--- config.mk ---
export PLATFORM = sky130hd
export DESIGN_NAME = pmsm_commutation_ctrl
export DESIGN_NICKNAME = d
export VERILOG_FILES = /design/src/rtl/pmsm_commutation_ctrl.sv
export SDC_FILE = /design/constraint.sdc
export NUM_CORES = 1
export LEC_CHECK = 0
export ABC_CLOCK_PERIOD_IN_PS = 7000
export CAP_MARGIN = 20
export CORE_UTILIZATION = 38
export CTS_BUF_LIST = sky130_fd_sc_hd__clkbuf_4
export DETAILED_ROUTE_END_ITERATION = 10
export GPL_TIMING_DRIVEN = 1
export RECOVER_POWER = 50
export SKIP_LAST_GASP = 1
export SYNTH_ARGS = -nofsm -noshare
export SYNTH_HDL_FRONTEND = slang
export SYNTH_SLANG_ARGS = --single-unit
--- constraint.sdc ---
create_clock -name clk -period 7 [get_ports clk]
set_clock_uncertainty 0.15 [all_clocks]
set_input_delay 1.75 -clock clk [delete_from_list [all_inputs] [get_ports clk]]
set_output_delay 1.75 -clock clk [all_outputs]
set_load 0.05 [all_outputs]
--- src/rtl/pmsm_commutation_ctrl.sv ---
// Six-step commutation sequencer for the PMSM model.
// Start-up runs rotor alignment, then an open-loop dwell ramp, then steady
// RUN at the commanded step period. Dropping en applies a timed brake vector.
// All outputs are registered; a single down-counter times every phase.
module pmsm_commutation_ctrl #(
    parameter int DWELL_W      = 16,
    parameter int ALIGN_CYCLES = 64,
    parameter int START_DWELL  = 200,
    parameter int RAMP_STEP    = 4,
    parameter int BRAKE_CYCLES = 32
) (
    input  logic               clk,
    input  logic               rst,
    input  logic               en,
    input  logic               dir,
    input  logic [DWELL_W-1:0] target_dwell,
    output logic [2:0]         V_phase,
    output logic [2:0]         step_idx,
    output logic [2:0]         state,
    output logic               commutate,
    output logic               running
);

    // The counter must hold the largest of the align, brake and dwell loads.
    localparam int ALIGN_W = $clog2(ALIGN_CYCLES + 1);
    localparam int BRAKE_W = $clog2(BRAKE_CYCLES + 1);
    localparam int CNT_W0  = (ALIGN_W > BRAKE_W) ? ALIGN_W : BRAKE_W;
    localparam int CNT_W   = (CNT_W0 > DWELL_W) ? CNT_W0 : DWELL_W;

    localparam logic [CNT_W-1:0]   CNT_ONE    = CNT_W'(1);
    localparam logic [CNT_W-1:0]   ALIGN_LOAD = CNT_W'(ALIGN_CYCLES - 1);
    localparam logic [CNT_W-1:0]   BRAKE_LOAD = CNT_W'(BRAKE_CYCLES - 1);
    localparam logic [DWELL_W-1:0] START_D    = DWELL_W'(START_DWELL);
    localparam logic [DWELL_W-1:0] RAMP_D     = DWELL_W'(RAMP_STEP);
    localparam logic [DWELL_W-1:0] MIN_D      = DWELL_W'(2);

    localparam logic [2:0] V_OFF   = 3'b000;
    localparam logic [2:0] V_BRAKE = 3'b111;

    typedef enum logic [2:0] {
        S_IDLE  = 3'd0,
        S_ALIGN = 3'd1,
        S_RAMP  = 3'd2,
        S_RUN   = 3'd3,
        S_BRAKE = 3'd4
    } state_e;

    state_e             state_q, state_d;
    logic [2:0]         step_q, step_d;
    logic [2:0]         v_q, v_d;
    logic               comm_q, comm_d;
    logic               run_q, run_d;
    logic [CNT_W-1:0]   cnt_q, cnt_d;
    logic [DWELL_W-1:0] cur_dwell_q, cur_dwell_d;

    logic [DWELL_W-1:0] tgt;
    logic [DWELL_W-1:0] ramp_nxt;
    logic [2:0]         idx_adv;
    logic               cnt_done;

    // Forward step table; idx 0 doubles as the alignment vector.
    function automatic logic [2:0] step_code(input logic [2:0] idx);
        case (idx)
            3'd0:    step_code = 3'b001;
            3'd1:    step_code = 3'b011;
            3'd2:    step_code = 3'b010;
            3'd3:    step_code = 3'b110;
            3'd4:    step_code = 3'b100;
            3'd5:    step_code = 3'b101;
            default: step_code = V_OFF;
        endcase
    endfunction

    // Mod-6 step advance in either direction.
    function automatic logic [2:0] step_next(input logic [2:0] idx, input logic rev);
        if (rev) step_next = (idx == 3'd0) ? 3'd5 : idx - 3'd1;
        else     step_next = (idx >= 3'd5) ? 3'd0 : idx + 3'd1;
    endfunction

    // A step of d cycles counts d-1 down to 0 and ends on the edge after 0.
    function automatic logic [CNT_W-1:0] dwell_load(input logic [DWELL_W-1:0] d);
        dwell_load = CNT_W'(d) - CNT_ONE;
    endfunction

    // Commanded dwell is clamped to 2 so a step always spans at least two cycles.
    assign tgt      = (target_dwell < MIN_D) ? MIN_D : target_dwell;
    assign ramp_nxt = (cur_dwell_q > RAMP_D) ? (cur_dwell_q - RAMP_D) : '0;
    assign idx_adv  = step_next(step_q, dir);
    assign cnt_done = (cnt_q == '0);

    // State and output registers; async reset drops straight to IDLE with no brake.
    always_ff @(posedge clk or posedge rst) begin
        if (rst) begin
            state_q     <= S_IDLE;
            step_q      <= 3'd0;
            v_q         <= V_OFF;
            comm_q      <= 1'b0;
            run_q       <= 1'b0;
            cnt_q       <= '0;
            cur_dwell_q <= START_D;
        end else begin
            state_q     <= state_d;
            step_q      <= step_d;
            v_q         <= v_d;
            comm_q      <= comm_d;
            run_q       <= run_d;
            cnt_q       <= cnt_d;
            cur_dwell_q <= cur_dwell_d;
        end
    end

    // Next-state and registered-output logic; brake request outranks a step boundary.
    always_comb begin
        state_d     = state_q;
        step_d      = step_q;
        v_d         = v_q;
        comm_d      = 1'b0;
        cnt_d       = cnt_done ? cnt_q : (cnt_q - CNT_ONE);
        cur_dwell_d = cur_dwell_q;

        case (state_q)
            S_IDLE: begin
                if (en) begin
                    state_d = S_ALIGN;
                    step_d  = 3'd0;
                    v_d     = step_code(3'd0);
                    cnt_d   = ALIGN_LOAD;
                end
            end

            S_ALIGN, S_RAMP, S_RUN: begin
                if (!en) begin
                    state_d = S_BRAKE;
                    v_d     = V_BRAKE;
                    cnt_d   = BRAKE_LOAD;
                end else if (cnt_done) begin
                    // Step boundary: dir and target_dwell are sampled only here.
                    step_d = idx_adv;
                    v_d    = step_code(idx_adv);
                    comm_d = 1'b1;
                    if (state_q == S_ALIGN) begin
                        state_d     = S_RAMP;
                        cur_dwell_d = START_D;
                        cnt_d       = dwell_load(START_D);
                    end else if (state_q == S_RAMP && ramp_nxt > tgt) begin
                        cur_dwell_d = ramp_nxt;
                        cnt_d       = dwell_load(ramp_nxt);
                    end else begin
                        // Ramp has reached the command, or already in RUN.
                        state_d     = S_RUN;
                        cur_dwell_d = tgt;
                        cnt_d       = dwell_load(tgt);
                    end
                end
            end

            S_BRAKE: begin
                if (cnt_done) begin
                    state_d = S_IDLE;
                    v_d     = V_OFF;
                end
            end

            default: begin
                state_d = S_IDLE;
                v_d     = V_OFF;
                cnt_d   = '0;
            end
        endcase

        run_d = (state_d == S_RUN);
    end

    assign V_phase   = v_q;
    assign step_idx  = step_q;
    assign state     = state_q;
    assign commutate = comm_q;
    assign running   = run_q;

endmodule
==> summary.md, run 1 <==
| Metric | Value |
|---|---|
| Syn avg cell area | `8.00 um^2` |
| Status | `finished, violations left` |
| Die area | `between 10000 and 15000 um^2` |
| Post-synth design cell area | `4010 um^2` |
| Final min period | `between 6000 and 7000 ps` |
| Max_cap viols | `1` |
| GR Util met2 | `36.2%` |
| CP bufs+invs | `2` |
| Hold-fix buffers at CTS | `0` |
| Synth area leader | `dfrtp_1` |
| Cell variety after synth | `72` |
| Total Power | `between 700 and 800 uW` |
| Peak VDD IR | `0.162 mV` |
| Row count | `37` |
| Clock sink total | `43` |
| Width of the chip | `105 um` |
| CP Cell Sequence | `clkdlybuf4s50_1 > or3_1 > nand4b_1 > or2_2 > and2_1 > ha_1 > nor2b_1 > o211a_1 > o21ai_1 > and4b_1 > nor3_1 > a21oi_1 > ha_1 > inv_1 > or3_1 > nor3_1 > xnor2_1 > a21oi_1 > o22ai_1` |
| Slew at the pin closest to its max-slew limit | `2060 ps` |
| Fmax | `158 MHz` |
| Port-buffer cells | `30` |
| Slew headroom | `-37.0%` |
| Syn Nets | `546` |
| Drt first pass iters | `5` |
| Post_cts resized | `0` |
| Violated checks | `capacitance limit, slew limit` |
| GRT busiest layer | `met2` |
| Clock buffer depth | `2` |
| Delay-heaviest family, CP | `simple AND/OR/NAND/NOR gates` |
| First-pass GRT wire length | `around 19000 um` |
| FFs w/ async S/R, synth | `100%` |
| DIE HEIGHT | `105 um` |
| Final RePlAce weighted congestion | `0.917` |
| Final Slew Violations | `37` |
| HPWL Detailed | `8620 um` |
| Initial antenna violation count | `0` |
| CP Class | `in -> reg` |
| Largest net degree at the start of global routing | `44` |
| Main synth FF type | `dfrtp_1` |
| Final hold vios | `0` |
| Top cell type's share of synthesized area | `25.0%` |
| Commonest non-fill, non-tap cell in the layout | `nand2_1` |
| Residual DRC | `0` |
| CTS clk-pin slew, worst paths | `about 140 ps` |
| Setup TNS | `0 ps` |
| Synthesis-to-finish area growth | `10.2%` |
| Core ar. | `between 10000 and 15000 um^2` |
| P_leak | `approximately 2.0 nW` |
| Grt total ovfl | `0` |
| Grt met1 use | `~28%` |
| Commonest non-fill, non-tap cells in the layout | `52 x nand2_1, 49 x nor2_1, 40 x dfrtp_1, 40 x o21ai_0, 35 x inv_1` |
| Worst EP required | `7140 ps` |
| Worst hold path class | `reg -> reg` |
| Synth top area cells | `dfrtp_1 25%, ha_1 7.8%, o21ai_0 5.0%, nand2_1 4.9%, nor2_1 4.6%` |
| Reg2Reg Setup Slack | `1390 ps` |
| Layout Nets | `560` |
| # diodes | `0` |
| #FFs+latches synth | `43` |
| WL/cell | `between 15 and 20 um` |
| H-tree lvl count | `2` |
| Drt via density | `5.81` |
| I/O Pins | `31` |
| Num CTS Buffers | `5` |
| Synth Instances | `around 500` |
| Vias | `3784` |
| CP Max Fanout | `8` |
| TritonCTS clock tree | `built` |
| Slowest-stage cell, CP | `clkdlybuf4s50_1` |
| Yosys warns | `0` |
| Layout cell share with drive strength beyond 1 | `6.80%` |
| Sequential fraction of the synthesis area | `between 20% and 30%` |
| Setup bufs post-CTS | `0` |
| Initial Utilization | `39.0%` |
| Starting DRC count in detailed routing | `206` |
| RSZ-0062 raised after global routing | `false` |
| Worst setup EP type | `flip-flop` |
| Root Buffer | `clkbuf_4` |
| Total track usage | `a little over a fifth` |
| Pwr dens | `around 170 nW/um^2` |
| CP peak stage delay | `approximately 480 ps` |
| FILL cells | `1061` |
| Number of enable flip-flop cells after synthesis | `0` |
| Wirelength, routed | `11500 um` |
| Critical Path Source Type | `input port` |
| Setup violators final | `0` |
| Met3 usage | `3.06%` |
| CP arrival | `~6500 ps` |
| Period Utilization, post-route | `90.2%` |
| Post-DRT Antenna Nets | `0` |
| Clk_lat worst skew | `370 ps` |
| Vias in the first global route | `roughly 3700` |
==> power by group <==
| part | switching, mW | internal [mW] | total, mW |
|---|---|---|---|
| Clock | 0.0914 | 0.0776 | 0.169 |
| Sequential | 0.0453 | 0.276 | 0.321 |
| Combinational | 0.175 | 0.106 | 0.281 |
| Total | 0.312 | 0.459 | 0.771 |
==> metrics by stage <==
step | setup WS (ps) | std cells | cell area (um^2) | utilization [%] | hold slack (ps)
after CTS | 713 | 650 | 4430 | 43.1 | 396
after floorplan | 1040 | 501 | 4010 | - | 336
after global placement | 485 | 643 | 4360 | 42.4 | 376
after detailed placement | 334 | 643 | 4360 | 42.4 | 377
final | 685 | 651 | 4420 | 43.0 | 396
after global routing | 393 | 651 | 4420 | 43.0 | 451
==> worst reg2reg max path, cell delays in order (launching register included) <==
cell and delay (ps):
dfrtp_1 500, nor3_1 520, and2_1 360, and3_1 620
nor2_1 210, ha_1 380, nand4_2 190, nor4_4 410
o21ai_1 160, nand4b_2 200, nand2_2 110, a21oi_1 270
ha_1 380, inv_1 110, or3_1 370, nor3_1 190
xnor2_1 150, a21oi_1 80, o22ai_1 170
==> routing by layer <==
layer | wire length, um | up-vias | part of all wire, %
li1 | - | 1826 | -
met1 | 5110 | 1811 | 45
met2 | 5400 | 122 | 47
met3 | 567 | 25 | 5.0
met4 | 376 | 0 | 3.3
met5 | 0 | - | 0
==> cells in the mapped netlist, drive strengths merged, types with 3 or more instances <==
cell	instances
a211o	3
nor4	11
a31oi	3
buf	13
o211ai	4
o22ai	11
mux2i	13
nor3	17
and2	4
a21o	6
and4b	3
a22oi	3
nor2	49
o21bai	3
mux2	5
and3	4
or2	3
o21ai	44
xor2	13
nor2b	4
inv	35
or4	3
nand4	6
nand2	55
xnor2	19
dfrtp	40
nor3b	3
o31ai	4
dfstp	3
a21oi	22
nand4b	4
or3	6
clkbuf	12
ha	25
nand3	16
a211oi	6
==> path summary, 6_finish.rpt <==
kind | start | end | depth (start not counted)
min in group asynchronous | rst | cnt_q[3] | 2
max reg2reg | cur_dwell_q[4] | cnt_q[8] | 18
max | target_dwell[4] | cnt_q[8] | 19
min | cur_dwell_q[6] | cur_dwell_q[6] | 2
min reg2reg | cur_dwell_q[6] | cur_dwell_q[6] | 2
max in group asynchronous | rst | cnt_q[2] | 3
==> registers in the layout, indices dropped and copies added (netlist names) <==
name / count
cur_dwell_q: 16
running: 1
commutate: 1
state: 3
step_idx: 3
cnt_q: 16
V_phase: 3
==> cell families after synthesis <==
family                   after synthesis  synth area share (%)
buffers and inverters                 60                  6.52
flip-flops                            43                  26.9
XOR/XNOR                              32                  7.18
AO/OA/AOI/OAI                        126                  20.5
AND/OR/NAND/NOR                      196                  26.1
adder cells (fa/ha/maj)               26                  8.05
multiplexers                          18                  4.74
==> layout make-up <==
type | instances | area, um^2 | area share [%]
Multi-Input combinational cell | 398 | 2650 | 60.0
Sequential cell | 43 | 1080 | 24.4
Timing Repair Buffer | 32 | 312 | 7.05
Tap cell | 136 | 170 | 3.85
Inverter | 35 | 131 | 2.97
Clock buffer | 6 | 45.0 | 1.02
Clock inverter | 1 | 30.0 | 0.680
Note: power is estimated with default switching activity, not from simulation.
==> inputs of run 2 (changes only) <==
Settings changed: CTS_CLUSTER_SIZE set to 20.
==> results of run 2 <==
Final layout, timing and power as in run 1 (identical DEF).
